### config.mk
export PLATFORM = sky130hd
export DESIGN_NAME = uart_tx_arb
export DESIGN_NICKNAME = d
export VERILOG_FILES = /design/src/rtl/uart_tx_arb.sv
export SDC_FILE = /design/constraint.sdc
export NUM_CORES = 1
export LEC_CHECK = 0
export ABC_CLOCK_PERIOD_IN_PS = 2200
export CAP_MARGIN = 10
export CELL_PAD_IN_SITES_DETAIL_PLACEMENT = 1
export CELL_PAD_IN_SITES_GLOBAL_PLACEMENT = 2
export CORE_MARGIN = 2
export CORE_UTILIZATION = 21
export CTS_CLUSTER_SIZE = 28
export DETAILED_ROUTE_END_ITERATION = 10
export PLACE_DENSITY_LB_ADDON = 0.08
export RECOVER_POWER = 100
export SETUP_SLACK_MARGIN = 0.02
export SLEW_MARGIN = 30
export SYNTH_ARGS = -nofsm -noshare
export SYNTH_HDL_FRONTEND = slang
export SYNTH_SLANG_ARGS = --single-unit
### constraint.sdc
create_clock -name clk -period 2.2 [get_ports clk]
set_input_delay 0.55 -clock clk [delete_from_list [all_inputs] [get_ports clk]]
set_output_delay 0.55 -clock clk [all_outputs]
set_load 0.01 [all_outputs]
### src/rtl/uart_tx_arb.sv
// uart_tx_arb: round-robin arbiter that shares one uart_tx between NUM_REQ
// byte producers, with message locking so multi-byte messages never interleave.
//
// Handshake: a byte moves from requester i at a rising clk edge where
// req_valid[i] & req_ready[i]. req_ready is offered only in IDLE, only while
// the transmitter is free and reset is low, and to at most one requester.
// Requesters hold req_valid, req_data and req_last stable until accepted.
module uart_tx_arb #(
    parameter int NUM_REQ     = 3,
    parameter int ACK_TIMEOUT = 16
) (
    input  logic                       clk,
    input  logic                       rst,
    input  logic [NUM_REQ-1:0]         req_valid,
    input  logic [8*NUM_REQ-1:0]       req_data,
    input  logic [NUM_REQ-1:0]         req_last,
    output logic [NUM_REQ-1:0]         req_ready,
    output logic                       tx_start,
    output logic [7:0]                 tx_data,
    input  logic                       tx_busy,
    output logic [$clog2(NUM_REQ)-1:0] grant_id,
    output logic                       msg_lock,
    output logic                       ack_err
);

    localparam int GW = $clog2(NUM_REQ);
    localparam int CW = $clog2(ACK_TIMEOUT);

    typedef enum logic [1:0] {
        IDLE  = 2'd0,
        START = 2'd1,
        ACK   = 2'd2,
        DONE  = 2'd3
    } state_t;

    state_t        state;
    state_t        state_next;
    logic [GW-1:0] rr_ptr;
    logic [CW-1:0] ack_cnt;

    // Candidate selection results
    logic          cand_found;
    logic [GW-1:0] cand_idx;
    logic [7:0]    cand_data;
    logic          cand_last;
    logic [GW:0]   scan_pos;

    // FSM-derived strobes
    logic          accept;
    logic          ack_timeout;

    // Successor index with wrap from NUM_REQ-1 back to 0.
    function automatic logic [GW-1:0] next_idx(input logic [GW-1:0] idx);
        if (idx == GW'(NUM_REQ - 1)) begin
            return '0;
        end
        return idx + GW'(1);
    endfunction

    // Pick the requester to serve: the lock owner alone while a message is
    // open, otherwise the first valid requester scanning upward from rr_ptr.
    always_comb begin
        cand_found = 1'b0;
        cand_idx   = '0;
        scan_pos   = '0;
        if (msg_lock) begin
            cand_found = req_valid[grant_id];
            cand_idx   = grant_id;
        end else begin
            for (int k = 0; k < NUM_REQ; k++) begin
                scan_pos = {1'b0, rr_ptr} + (GW+1)'(k);
                if (scan_pos >= (GW+1)'(NUM_REQ)) begin
                    scan_pos = scan_pos - (GW+1)'(NUM_REQ);
                end
                if (!cand_found && req_valid[scan_pos[GW-1:0]]) begin
                    cand_found = 1'b1;
                    cand_idx   = scan_pos[GW-1:0];
                end
            end
        end
    end

    // Route the selected requester's byte and last flag.
    always_comb begin
        cand_data = '0;
        cand_last = 1'b0;
        for (int i = 0; i < NUM_REQ; i++) begin
            if (cand_idx == GW'(i)) begin
                cand_data = req_data[8*i +: 8];
                cand_last = req_last[i];
            end
        end
    end

    // State register.
    always_ff @(posedge clk) begin
        if (rst) begin
            state <= IDLE;
        end else begin
            state <= state_next;
        end
    end

    // Next-state and per-state outputs; ACK only leaves on a seen tx_busy
    // or on timeout, so DONE never exits on a stale low tx_busy.
    always_comb begin
        state_next  = state;
        req_ready   = '0;
        tx_start    = 1'b0;
        ack_err     = 1'b0;
        accept      = 1'b0;
        ack_timeout = 1'b0;
        case (state)
            IDLE: begin
                if (!rst && !tx_busy && cand_found) begin
                    accept              = 1'b1;
                    req_ready[cand_idx] = 1'b1;
                    state_next          = START;
                end
            end
            START: begin
                tx_start   = 1'b1;
                state_next = ACK;
            end
            ACK: begin
                if (tx_busy) begin
                    state_next = DONE;
                end else if (ack_cnt == CW'(ACK_TIMEOUT - 1)) begin
                    ack_timeout = 1'b1;
                    ack_err     = 1'b1;
                    state_next  = IDLE;
                end
            end
            DONE: begin
                if (!tx_busy) begin
                    state_next = IDLE;
                end
            end
            default: begin
                state_next = IDLE;
            end
        endcase
    end

    // Registered byte, grant bookkeeping, lock, round-robin pointer.
    always_ff @(posedge clk) begin
        if (rst) begin
            tx_data  <= '0;
            grant_id <= '0;
            msg_lock <= 1'b0;
            rr_ptr   <= '0;
        end else if (accept) begin
            tx_data  <= cand_data;
            grant_id <= cand_idx;
            msg_lock <= ~cand_last;
            if (cand_last) begin
                rr_ptr <= next_idx(cand_idx);
            end
        end else if (ack_timeout) begin
            // Abandon the open message and move priority past its owner.
            msg_lock <= 1'b0;
            rr_ptr   <= next_idx(grant_id);
        end
    end

    // Cycles spent in ACK waiting for the transmitter to report busy.
    always_ff @(posedge clk) begin
        if (rst) begin
            ack_cnt <= '0;
        end else if (state == START) begin
            ack_cnt <= '0;
        end else if (state == ACK && !tx_busy && !ack_timeout) begin
            ack_cnt <= ack_cnt + CW'(1);
        end
    end

endmodule

==> results.cfg, run 1 <==
[global_route]
grt_start_max_net_pins = 17
grt_pass1_wl_um = 8140
grt.overflow.total = 0
antenna_found_initial = 0
grt.total_usage_pct = 15.9
grt_pass1_vias = 1693

[placed_design]
place_area_um2 = 2090
dp_cells = 302
pre_cts_ws_ns = -0.986
io_buffers = 48
finalWeightedCongestion = 0.802
place_hpwl_um = 3730

[clocking]
cts_hold_buf = 0
clockBufferDepth = 2
cts_buffers = 3
cts-root-buf = clkbuf_8
cts-htree-levels = 1
clock_latency_ns = 0.25
cts_sinks = 19
cts_tree = done
clk_pin_slew_ns = 0.08

[routing]
routed-via-count = 1563
first_pass_iters = 4
via_per_inst = 4.84
drtIter0Drc = 36
post-route-drc-count = 0
drt_wl_total_um = 5120
antenna_left = 0
avgRoutedWirePerCell_um = 15.9

[setup_path]
reg2reg_depth = 11
cp-end-kind = output pin
cp-start-kind = register
rr_endpoint = rr_ptr[1]
worstSetupPathType = reg2out
cp.required_ns = 1.65
reg2reg_slack_ns = -0.42
cp.arrival_ns = 2.09
r2r-start = rr_ptr[0]
cp_max_fo = 3

[pwr]
peakVddDrop_v = 0.000219
p_total_mw = 1.54
power_per_cell_area_nw_per_um2 = 620
leakagePower_nw = 1.03

[flow_run]
maxCapViolCount = 0

[sta]
hold_violations = 0
drv_slew = 0
finClkSkew_ns = 0.00253
fin_crit_sh_pct = 120
slew_headroom_pct = 74.3
whs_ns = 0.495
rsz0062_at_grt = true
fin_crit_ns = 2.64
worst_pin_slew_ns = 0.385
setup_viol = 14
fmax_mhz = 378
setup_slack_ns = -0.443

[worst_hold_path]
worstHoldPathCells = 2
hold_start = tx_data[3]
hold_class = reg2reg
min_to = tx_data[3]

[yosys]
yosys_most_used_dff = dfxtp_1
synth_seq_cells = 19
syn-num-nets = 190
yosys_warnings = 0
synth_enable_flop_cells = 0
synth.distinct_cells = 41
syn_area_um2 = 1230
syn_area_per_cell_um2 = 8.08
ys_seq_area_share_pct = 31.0
async_reset_ff_share_pct = 0
syn_inst = 152

[die]
chipWidth_um = 80.5
die-area_um2 = 6470
num_rows = 27
die_y_um = 80.5
io-pin-count = 49
initial_core_util_pct = 22.0
core_area_um2 = 5570

[finish]
insertedDiodeCount = 0
multi_input_area_um2 = 1080
drive_above_1_share_pct = 39.4
finish.instance_area_um2 = 2480
seqCellArea_um2 = 383
synthToLayoutAreaGrowth_pct = 102
stdcell_count = 323
fillers = 658
nets = 290

[outcome]
status = complete, but fails checks
violations = negative setup slack
power by group:
group / switching (mW) / leakage, nW / internal [mW] / total, mW
clock network: 0.122 / 0.0228 / 0.129 / 0.250
registers: 0.0291 / 0.156 / 0.381 / 0.410
logic: 0.424 / 0.850 / 0.455 / 0.880
total: 0.575 / 1.03 / 0.965 / 1.54
stage by stage:
stage	util (%)	TNS, ns
global placement	37.5	-12.59
finish	44.5	-4.06
detailed placement	37.5	-13.61
global route	44.5	-5.80
floorplan	-	-0.0144
CTS	43.5	-3.69
flip-flops by register name (all words and copies together), names as in the netlist:
signal    count
tx_data       8
ack_cnt       4
grant_id      2
rr_ptr        2
state         2
msg_lock      1
kinds of logic (layout without fill, tap and decap cells):
group,count (synthesis),after routing,share of synthesized area [%]
DFF,19,19,31.0
buffers and inverters,12,111,3.97
AOI/OAI and AO/OA,38,38,21.8
muxes,11,11,9.89
adders and majority gates,5,5,5.10
xor gates and xnor gates,1,1,0.714
and+or+nand+nor,66,66,27.5
cell usage in the layout (no fill, tap or decap), types with 5 or more instances in the layout:
master           count
dlygate4sd3_1       10
buf_6                6
buf_4               41
dfxtp_1             17
a221oi_2             9
clkbuf_1             6
nand2_1             11
nor2_1              16
nor3_1               8
clkdlybuf4s50_1     30
nand3_1              5
how the worst max path moves through the flow:
| stage | from | endpoint | slack, ns | cells after the start |
|---|---|---|---|---|
| floorplan | rr_ptr[0] | req_ready[0] | -0.01 | 7 |
| global placement | req_valid[0] | req_ready[0] | -0.94 | 8 |
| detailed placement | req_valid[0] | req_ready[0] | -0.99 | 8 |
| CTS | rr_ptr[0] | req_ready[0] | -0.47 | 8 |
| global route | rr_ptr[0] | req_ready[2] | -0.53 | 10 |
| finish | rr_ptr[0] | req_ready[2] | -0.44 | 10 |
per-layer routing:
metal	global-route usage (%)	up-vias	wire (um)
met5	0	-	0
li1	-	768	-
met1	20.6	763	2200
met4	3.39	0	25
met2	27.8	28	2730
met3	2.36	4	166
critical path, stage by stage (launching register included):
cell and delay (ns):
dfxtp_2 0.34, inv_2 0.05, ha_4 0.26, nand2b_4 0.12, nor2_2 0.03, o311a_1 0.33
buf_6 0.13, buf_6 0.11, o31ai_4 0.25, nor2_2 0.06, buf_2 0.14
synth_stat cells, drive strengths merged (2+ instances only):
library cell,number,area share (%)
dfxtp,19,31
nor2,19,5.8
nand2,12,3.9
a221oi,10,7.1
nor3,10,4.1
a21oi,9,3.7
mux2,9,8.3
nand3,7,2.9
inv,6,1.8
o21ai,6,2.4
ha,5,5.1
nand2b,5,2.5
buf,3,1.2
clkbuf,3,0.92
o211ai,3,1.8
and3,2,1.0
mux2i,2,1.6
nor2b,2,1.0
or3,2,1.4
final cells by class:
cell class | instances | area share [%]
timing repair buffer | 101 | 34.5
multi-input combinational | 121 | 43.7
sequential | 19 | 15.4
tap | 72 | 3.63
inverter | 6 | 0.907
clock buffer | 4 | 1.81
repair_timing:
item,in CTS,in global routing
pin swaps,16,15
gates resized for setup,59,17
endpoints found under the setup margin,15,15
buffers inserted,14,5
(Power assumes the default switching activity.)
==> run 2, diff against run 1 <==
ABC_CLOCK_PERIOD_IN_PS = 2840   (was 2200)
CORE_UTILIZATION = 23   (was 21)
clock period = 2.84 ns   (was 2.2 ns; I/O delays follow)
==> results.cfg, run 2 (same netlist as run 1, synthesis figures left out) <==
[outcome]
status = complete, but fails checks
violations = negative setup slack

[finish]
seqCellArea_um2 = 383
multi_input_area_um2 = 906
most-common-layout-cells = clkdlybuf4s50_1 (29), buf_4 (26), dfxtp_1 (17)
synthToLayoutAreaGrowth_pct = 74.7
insertedDiodeCount = 0
top_regs = tx_data (8), ack_cnt (4)
fillers = 653
nets = 268
largest_register = tx_data
layout_commonest_cell = clkdlybuf4s50_1
postLayoutCoreUtil_pct = 41.7
drive_above_1_share_pct = 26.6
largest_reg_flops = 8

[routing]
drtIter0Drc = 32
antenna_left = 0
routed-via-count = 1494
via_per_inst = 5.00
avgRoutedWirePerCell_um = 15.5
drt_wl_total_um = 4650
post-route-drc-count = 0
first_pass_iters = 4

[sta]
hold_violations = 0
slew_headroom_pct = 76.3
finClkSkew_ns = 0.00873
setup_viol = 1
setup_slack_ns = -0.0200
fmax_mhz = 350
rsz0062_at_grt = true
fin_crit_ns = 2.86
drv_slew = 0
worst_pin_slew_ns = 0.356
fin_crit_sh_pct = 101

[global_route]
grt.total_usage_pct = 16.1
antenna_found_initial = 0
grt_pass1_vias = 1597
grt_pass1_wl_um = 7610
grt.overflow.total = 0
grt_start_max_net_pins = 17

[clocking]
cts_hold_buf = 0
cts_tree = done
clk_pin_slew_ns = 0.08
cts-root-buf = clkbuf_8
clockBufferDepth = 2
cts_sinks = 19
cts-htree-levels = 1
cts_buffers = 3
clock_latency_ns = 0.26

[flow_run]
maxCapViolCount = 0

[placed_design]
finalWeightedCongestion = 0.930
pre_cts_ws_ns = -0.676
place_hpwl_um = 3510
io_buffers = 48

[worst_hold_path]
hold_class = reg2reg
hold_start = tx_data[5]

[die]
num_rows = 26
die-area_um2 = 5940
chipWidth_um = 77.1
io-pin-count = 49
initial_core_util_pct = 23.9
core_area_um2 = 5140
die_y_um = 77.1

[setup_path]
cp.arrival_ns = 2.15
cp-end-kind = output pin
cp_max_fo = 3
cp.required_ns = 2.13
r2r-start = rr_ptr[1]
worstSetupPathType = reg2out
cp-start-kind = register
critPathLaunch = rr_ptr[0]

[pwr]
leakagePower_nw = 0.881
power_per_cell_area_nw_per_um2 = 483
peakVddDrop_v = 0.000187
p_total_mw = 1.04
run 2: worst max-delay path, stage by stage (launching register included):
cell and delay (ns):
dfxtp_2 0.34, inv_2 0.05, ha_4 0.26, nand2b_4 0.13, nor2_4 0.03, o311a_4 0.38
or3_4 0.40, a21oi_2 0.14, buf_2 0.14
run 2: area by class of cell:
| type | instances | area share [%] |
|---|---|---|
| tap | 70 | 4.08 |
| clock inverter | 1 | 0.233 |
| multi-input combinational | 121 | 42.2 |
| timing repair buffer | 79 | 32.6 |
| clock buffer | 3 | 1.93 |
| inverter | 6 | 1.05 |
| sequential | 19 | 17.9 |
run 2: worst paths after layout:
path                                endpoint  slack [ns]  depth (start not counted)
worst max register to register    tx_data[6]        0.19                         11
worst min register to register    tx_data[5]        0.49                          2
worst max-delay path            req_ready[0]       -0.02                          8
worst min-delay path              tx_data[5]        0.49                          2
run 2: per-stage QoR:
step	hold WS (ns)	std cells	setup TNS, ns	instance area (um^2)
2_1_floorplan	0.475	152	0	1230
3_3_place_gp	0.477	293	-4.37	1990
3_5_place_dp	0.488	293	-5.09	1990
4_1_cts	0.503	298	-0.0384	2100
5_1_grt	0.529	299	-0.309	2140
6_report	0.492	299	-0.0200	2140
run 2: routing by layer:
metal	vias up	part of all wire, %	GRT usage, %
li1	720	-	-
met1	738	43	18.8
met2	32	52	29.4
met3	4	4.2	3.06
met4	0	1.0	5.00
met5	-	0	0
run 2: where the power goes:
group	internal [mW]	leakage [nW]	switching (mW)	total (mW)
combinational	0.269	0.699	0.257	0.527
sequential	0.295	0.156	0.0189	0.314
clock	0.0977	0.0255	0.0983	0.196
total	0.662	0.881	0.374	1.04
run 2: what timing repair did:
| action | in CTS | in global routing |
|---|---|---|
| gates resized for setup | 31 | 13 |
| setup endpoints to repair | 14 | 13 |
| buffers inserted | 1 | 1 |
| pin swaps | 6 | 4 |
